==> config.mk <==
export PLATFORM = sky130hd
export DESIGN_NAME = uart_tx_arbiter
export DESIGN_NICKNAME = d
export VERILOG_FILES = /design/src/rtl/uart_pkg.sv /design/src/rtl/uart_baud_tick.sv /design/src/rtl/uart_tx_arbiter.sv
export SDC_FILE = /design/constraint.sdc
export NUM_CORES = 1
export LEC_CHECK = 0
export ABC_AREA = 1
export CORE_MARGIN = 2
export CORE_UTILIZATION = 25
export CTS_CLUSTER_DIAMETER = 80
export DETAILED_ROUTE_END_ITERATION = 16
export HOLD_SLACK_MARGIN = 0.15
export MAX_ROUTING_LAYER = met4
export SYNTH_ARGS = -nofsm -noshare
export SYNTH_HDL_FRONTEND = slang
export SYNTH_HIERARCHICAL = 1
export SYNTH_SLANG_ARGS = --single-unit
export TNS_END_PERCENT = 50
==> constraint.sdc <==
create_clock -name clk -period 3.4 [get_ports clk]
set_input_delay 0.51 -clock clk [delete_from_list [all_inputs] [get_ports clk]]
set_output_delay 0.51 -clock clk [all_outputs]
set_load 0.01 [all_outputs]
==> src/rtl/uart_pkg.sv <==
// Shared UART constants: baud encodings, divisor table (50 MHz clock), FSM states, frame lengths.
// Build option: UART_TX_ARBITER_PARITY_EN adds the PARITY state and an even-parity bit (11-bit frame).
package uart_pkg;

    localparam int unsigned DIV_W     = 13;
    localparam int unsigned DATA_BITS = 8;

    localparam logic [2:0] BAUD_9600   = 3'd0;
    localparam logic [2:0] BAUD_19200  = 3'd1;
    localparam logic [2:0] BAUD_38400  = 3'd2;
    localparam logic [2:0] BAUD_57600  = 3'd3;
    localparam logic [2:0] BAUD_115200 = 3'd4;

    // Each bit lasts DIV+1 clocks.
    localparam logic [DIV_W-1:0] DIV_9600   = 13'd5207;
    localparam logic [DIV_W-1:0] DIV_19200  = 13'd2603;
    localparam logic [DIV_W-1:0] DIV_38400  = 13'd1301;
    localparam logic [DIV_W-1:0] DIV_57600  = 13'd867;
    localparam logic [DIV_W-1:0] DIV_115200 = 13'd433;

`ifdef UART_TX_ARBITER_PARITY_EN
    localparam int unsigned FRAME_BITS = 11;
    typedef enum logic [2:0] {IDLE, START, DATA, PARITY, STOP} tx_state_t;
`else
    localparam int unsigned FRAME_BITS = 10;
    typedef enum logic [2:0] {IDLE, START, DATA, STOP} tx_state_t;
`endif

    function automatic logic [DIV_W-1:0] baud_div(input logic [2:0] sel);
        case (sel)
            BAUD_9600:   baud_div = DIV_9600;
            BAUD_19200:  baud_div = DIV_19200;
            BAUD_38400:  baud_div = DIV_38400;
            BAUD_57600:  baud_div = DIV_57600;
            BAUD_115200: baud_div = DIV_115200;
            default:     baud_div = DIV_9600;
        endcase
    endfunction

endpackage

==> src/rtl/uart_baud_tick.sv <==
// Bit timer: counts 0..div, wraps to 0, and ticks on the last clock of each bit period.
module uart_baud_tick
    import uart_pkg::*;
(
    input  logic             clk,
    input  logic             rst,
    input  logic             clr,
    input  logic [DIV_W-1:0] div,
    output logic             tick
);

    logic [DIV_W-1:0] cnt;

    assign tick = (cnt == div);

    always_ff @(posedge clk or posedge rst) begin
        if (rst) begin
            cnt <= '0;
        end else if (clr || tick) begin
            cnt <= '0;
        end else begin
            cnt <= cnt + 1'b1;
        end
    end

endmodule

==> src/rtl/uart_tx_arbiter.sv <==
// Round-robin arbiter feeding a single 8N1 UART transmitter; the granted byte and baud are latched per frame.
// Build option: UART_TX_ARBITER_PARITY_EN inserts an even-parity bit after the data bits.
module uart_tx_arbiter
    import uart_pkg::*;
#(
    parameter int NREQ   = 4,
    parameter int CLK_HZ = 50_000_000
)
(
    input  logic              clk,
    input  logic              rst,
    input  logic [2:0]        baud_sel,
    input  logic [NREQ-1:0]   req,
    input  logic [NREQ*8-1:0] data,
    output logic [NREQ-1:0]   gnt,
    output logic [2:0]        owner,
    output logic              busy,
    output logic              txd
);

    if (NREQ < 2 || NREQ > 8 || CLK_HZ <= 0) begin : g_param_check
        $error("uart_tx_arbiter: NREQ must be in 2..8 and CLK_HZ positive");
    end

    tx_state_t        state;
    tx_state_t        state_n;
    logic [2:0]       ptr;
    logic [DIV_W-1:0] div_q;
    logic [7:0]       shreg;
    logic [2:0]       bit_idx;
    logic             tick;
    logic             load;
    logic             found;
    logic [2:0]       sel_idx;
    logic [3:0]       cand;
    logic [7:0]       sel_byte;
`ifdef UART_TX_ARBITER_PARITY_EN
    logic             par;
`endif

    uart_baud_tick u_baud_tick (
        .clk  (clk),
        .rst  (rst),
        .clr  (state == IDLE),
        .div  (div_q),
        .tick (tick)
    );

    // Visit candidates in order ptr, ptr+1, ... (mod NREQ); first requester wins.
    always_comb begin
        found   = 1'b0;
        sel_idx = '0;
        cand    = '0;
        for (int unsigned i = 0; i < NREQ; i++) begin
            cand = {1'b0, ptr} + 4'(i);
            if (cand >= 4'(NREQ)) cand = cand - 4'(NREQ);
            for (int unsigned c = 0; c < NREQ; c++) begin
                if (!found && cand == 4'(c) && req[c]) begin
                    found   = 1'b1;
                    sel_idx = 3'(c);
                end
            end
        end
    end

    always_comb begin
        sel_byte = '0;
        for (int unsigned c = 0; c < NREQ; c++) begin
            if (sel_idx == 3'(c)) sel_byte = data[c*8 +: 8];
        end
    end

    always_comb begin
        state_n = state;
        load    = 1'b0;
        case (state)
            IDLE:   if (found) begin
                        state_n = START;
                        load    = 1'b1;
                    end
            START:  if (tick) state_n = DATA;
`ifdef UART_TX_ARBITER_PARITY_EN
            DATA:   if (tick && bit_idx == 3'(DATA_BITS-1)) state_n = PARITY;
            PARITY: if (tick) state_n = STOP;
`else
            DATA:   if (tick && bit_idx == 3'(DATA_BITS-1)) state_n = STOP;
`endif
            STOP:   if (tick) state_n = IDLE;
            default: state_n = IDLE;
        endcase
    end

    always_ff @(posedge clk or posedge rst) begin
        if (rst) state <= IDLE;
        else     state <= state_n;
    end

    always_ff @(posedge clk or posedge rst) begin
        if (rst) begin
            gnt     <= '0;
            owner   <= '0;
            ptr     <= '0;
            div_q   <= '0;
            shreg   <= '0;
            bit_idx <= '0;
`ifdef UART_TX_ARBITER_PARITY_EN
            par     <= 1'b0;
`endif
        end else begin
            gnt <= '0;
            if (load) begin
                gnt     <= {{(NREQ-1){1'b0}}, 1'b1} << sel_idx;
                owner   <= sel_idx;
                ptr     <= (sel_idx == 3'(NREQ-1)) ? '0 : sel_idx + 3'd1;
                div_q   <= baud_div(baud_sel);
                shreg   <= sel_byte;
                bit_idx <= '0;
`ifdef UART_TX_ARBITER_PARITY_EN
                par     <= ^sel_byte;
`endif
            end else if (state == DATA && tick) begin
                shreg   <= shreg >> 1;
                bit_idx <= bit_idx + 3'd1;
            end
        end
    end

    // txd and busy decode straight from state so an asynchronous reset idles the line at once.
    always_comb begin
        case (state)
            START:   txd = 1'b0;
            DATA:    txd = shreg[0];
`ifdef UART_TX_ARBITER_PARITY_EN
            PARITY:  txd = par;
`endif
            default: txd = 1'b1;
        endcase
    end

    assign busy = (state != IDLE);

endmodule

==> impl_metrics.py <==
metrics = {
    "status": {
        "status": "finished, final reports clean",
    },
    "power_and_ir_drop": {
        "power_mw": 3.527,
        "p_per_area_nw_per_um2": 885.0,
        "peakVddDrop_uv": 506.6,
        "leakagePower_nw": 1.872,
    },
    "critical_path": {
        "cpPeakStageDelay_ps": 390,
        "endpoint_kind": "register",
        "slowest_stage": "dfrtp_1",
        "crit_path_start_kind": "register",
        "critPathMaxFanout": 8,
        "path_delay_family": "simple AND/OR/NAND/NOR gates",
        "cp_data_required_time_ps": 3570,
        "setup.worst_path.class": "register to register",
        "cp_data_arrival_time_ps": 3220,
        "path_buf_inv": 3,
        "crit_chain": "nand2_2 -> inv_1 -> ha_1 -> nor2_1 -> nor3_2 -> nor2_2 -> nand4_2 -> nor2_4 -> nand4_2 -> nor2_4 -> o211ai_1 -> nand2_2 -> inv_1 -> ha_4 -> buf_4 -> a21oi_1 -> nand2_1 -> o21ai_0 -> o21ai_1 -> nand3_1 -> nand3_1",
    },
    "route": {
        "vias": 2873,
        "wirelength_microns": 7301,
        "drtIter0Drc": 180,
        "ant_nets": 0,
        "drt-pass1-iter-count": 4,
        "drcViolationCount": 0,
        "drt-wirelength-per-cell_microns": 10.88,
        "avgViaCountPerCell": 4.282,
    },
    "yosys": {
        "ys_types": 35,
        "synthTopCellsByArea": "dfrtp_1 36%, nand2_1 15%, nand3_1 8.4%",
        "yosys_warnings": 6,
        "synth_top_area_share_pct": 36.36,
        "syn_inst": 447,
        "synth_area_leader_cell": "dfrtp_1",
        "syn_area_sq_um": 3097,
        "synth_seq_cells": 45,
        "synth.avg_cell_area_sq_um": 6.928,
        "ys_seq_area_share_pct": 36.36,
    },
    "final_layout": {
        "multiInputGateArea_sq_um": 1667,
        "layout.area.seq_sq_um": 1126,
        "utilization_pct": 33.04,
        "layout_commonest_cell": "nand2_1",
        "synthToLayoutAreaGrowth_pct": 28.69,
        "layout_common_cells": "124 x nand2_1, 60 x inv_1, 52 x nand3_1, 51 x nor2_1, 48 x clkdlybuf4s50_1",
        "diodes": 0,
        "final_layout_size_suffix_gt1_share_pct": 8.350,
        "final_nets": 558,
        "num-fill-cells": 1276,
        "fin_area_sq_um": 3985,
    },
    "die": {
        "core.rowCount": 40,
        "die_area_sq_um": 13290,
        "dieWidth_microns": 115.3,
        "start_util_pct": 25.67,
        "ioPinCount": 50,
        "die_h_microns": 115.3,
        "core_sq_um": 12060,
    },
    "placed_design": {
        "dp_hpwl_microns": 5573,
        "io_buffers": 48,
        "place.gp.congestion": 0.9202,
        "dpl_cell_area_sq_um": 3767,
    },
    "timing": {
        "slew_headroom_pct": 62.93,
        "grt_setup_unrepaired": "no",
        "min_period_ps": 3055,
        "fin_crit_sh_pct": 89.85,
        "maxSlewViolCount": 0,
        "worst_pin_slew_ps": 554.7,
        "hold_violations": 0,
        "fin_skew_ps": 7.396,
        "fmax_ghz": 0.3273,
        "setup_viol": 0,
    },
    "global_route": {
        "track_usage_pct": 12.39,
        "grt_overflow": 0,
        "grt_max_degree": 33,
        "grt_pass1_vias": 2811,
        "grt_first_pass_wirelength_microns": 12890,
        "antenna_found_initial": 0,
    },
    "clock_network": {
        "cts.sinks": 45,
        "clkSlewWorstSetupHoldPaths_ps": 70,
        "numCtsBuffers": 5,
        "root_buffer": "clkbuf_16",
        "htreeDepth": 2,
        "ctsHoldBuffers": 0,
        "clockBufferDepth": 2,
        "clk_latency_ps": 290,
        "cts_tree": "done",
    },
    "hold_path": {
        "hold_class": "register to register",
    },
    "job": {
        "cap_violations": 0,
    },
}
-- routing by layer --
metal	vias to the layer above	share of wire, %	track usage [%]
met1	1279	48	15.89
met4	0	1.8	4.177
met2	78	46	20.00
met5	-	0	-
li1	1504	-	-
met3	12	3.9	1.898
-- report_power, final --
group / switching [mW] / internal (mW)
Combinational: 1.29 / 0.826
Sequential: 0.132 / 0.715
Clock: 0.212 / 0.348
-- layout make-up --
type                            count  area share [%]
Multi-Input combinational cell    326           41.82
Sequential cell                    45           28.26
Timing Repair Buffer               58           13.94
Inverter                           65           6.279
Tap cell                          168           5.275
Clock buffer                        5           3.140
Clock inverter                      3           1.162
Timing Repair inverter              1          0.1256
-- sequential cells by signal, indices dropped and copies added (netlist names) --
register and flops:
u_baud_tick/cnt 13, div_q 11, shreg 8, gnt 4
bit_idx 3, owner 2, ptr 2, state 2
-- path summary, 6_finish.rpt --
check	start	to	slack, ps	cells after the start
worst min-delay path	owner[1]$_DFFE_PP0P_	owner[1]$_DFFE_PP0P_	480	2
min in group asynchronous	rst	u_baud_tick/cnt[11]$_DFF_PP0_	580	2
worst max-delay path	ptr[0]$_DFFE_PP0P_	shreg[2]$_DFFE_PP0P_	350	21
max in group asynchronous	rst	state[0]$_DFFE_PP0P_	2450	3
worst max register to register	ptr[0]$_DFFE_PP0P_	shreg[2]$_DFFE_PP0P_	350	21
worst min register to register	owner[1]$_DFFE_PP0P_	owner[1]$_DFFE_PP0P_	480	2
-- what timing repair did --
item | CTS | global route
setup buffers | 0 | 1
setup endpoints to repair | 0 | 8
gates resized for setup | 0 | 12
-- through the flow --
stage | setup slack (ps) | setup TNS [ps] | hold slack [ps] | cells
finish | 345.0 | 0 | 482.0 | 671
detailed placement | -23.16 | -43.83 | 473.1 | 661
floorplan | 276.9 | 0 | 387.0 | 450
global placement | 82.60 | 0 | 467.5 | 661
global route | 26.71 | 0 | 515.3 | 671
CTS | 239.8 | 0 | 491.6 | 669
-- worst register-to-register path, cell delays in order (launching register included) --
cell	delay, ps
dfrtp_1	390
nand2_2	120
inv_1	80
ha_1	200
nor2_1	140
nor3_2	70
nor2_2	150
nand4_2	120
nor2_4	140
nand4_2	120
nor2_4	150
o211ai_1	110
nand2_2	140
inv_1	100
ha_4	180
buf_4	160
a21oi_1	160
nand2_1	60
o21ai_0	80
o21ai_1	80
nand3_1	90
nand3_1	80
-- Yosys cell counts (all sizes together) --
library cell  count
conb              2
o21ai            29
buf               8
dfrtp            45
nor2             56
nand2           128
nand3b            1
xnor2             4
nor3              5
or2               2
a21oi            11
xor2              8
o31ai             1
nand4             5
o211ai            1
o311ai            1
nor4              1
clkinv            1
ha               15
clkbuf            6
inv              64
nand3            53
-- cells by family after synthesis --
kind of cell / Yosys count / synth area share [%]
flops: 45 / 36.36
fa+ha+maj: 15 / 6.061
simple gates: 251 / 35.56
xor+xnor: 12 / 3.394
buf+inv: 79 / 11.15
compound gates: 43 / 7.232
other cells: 2 / 0.2425
(Power assumes the default switching activity.)
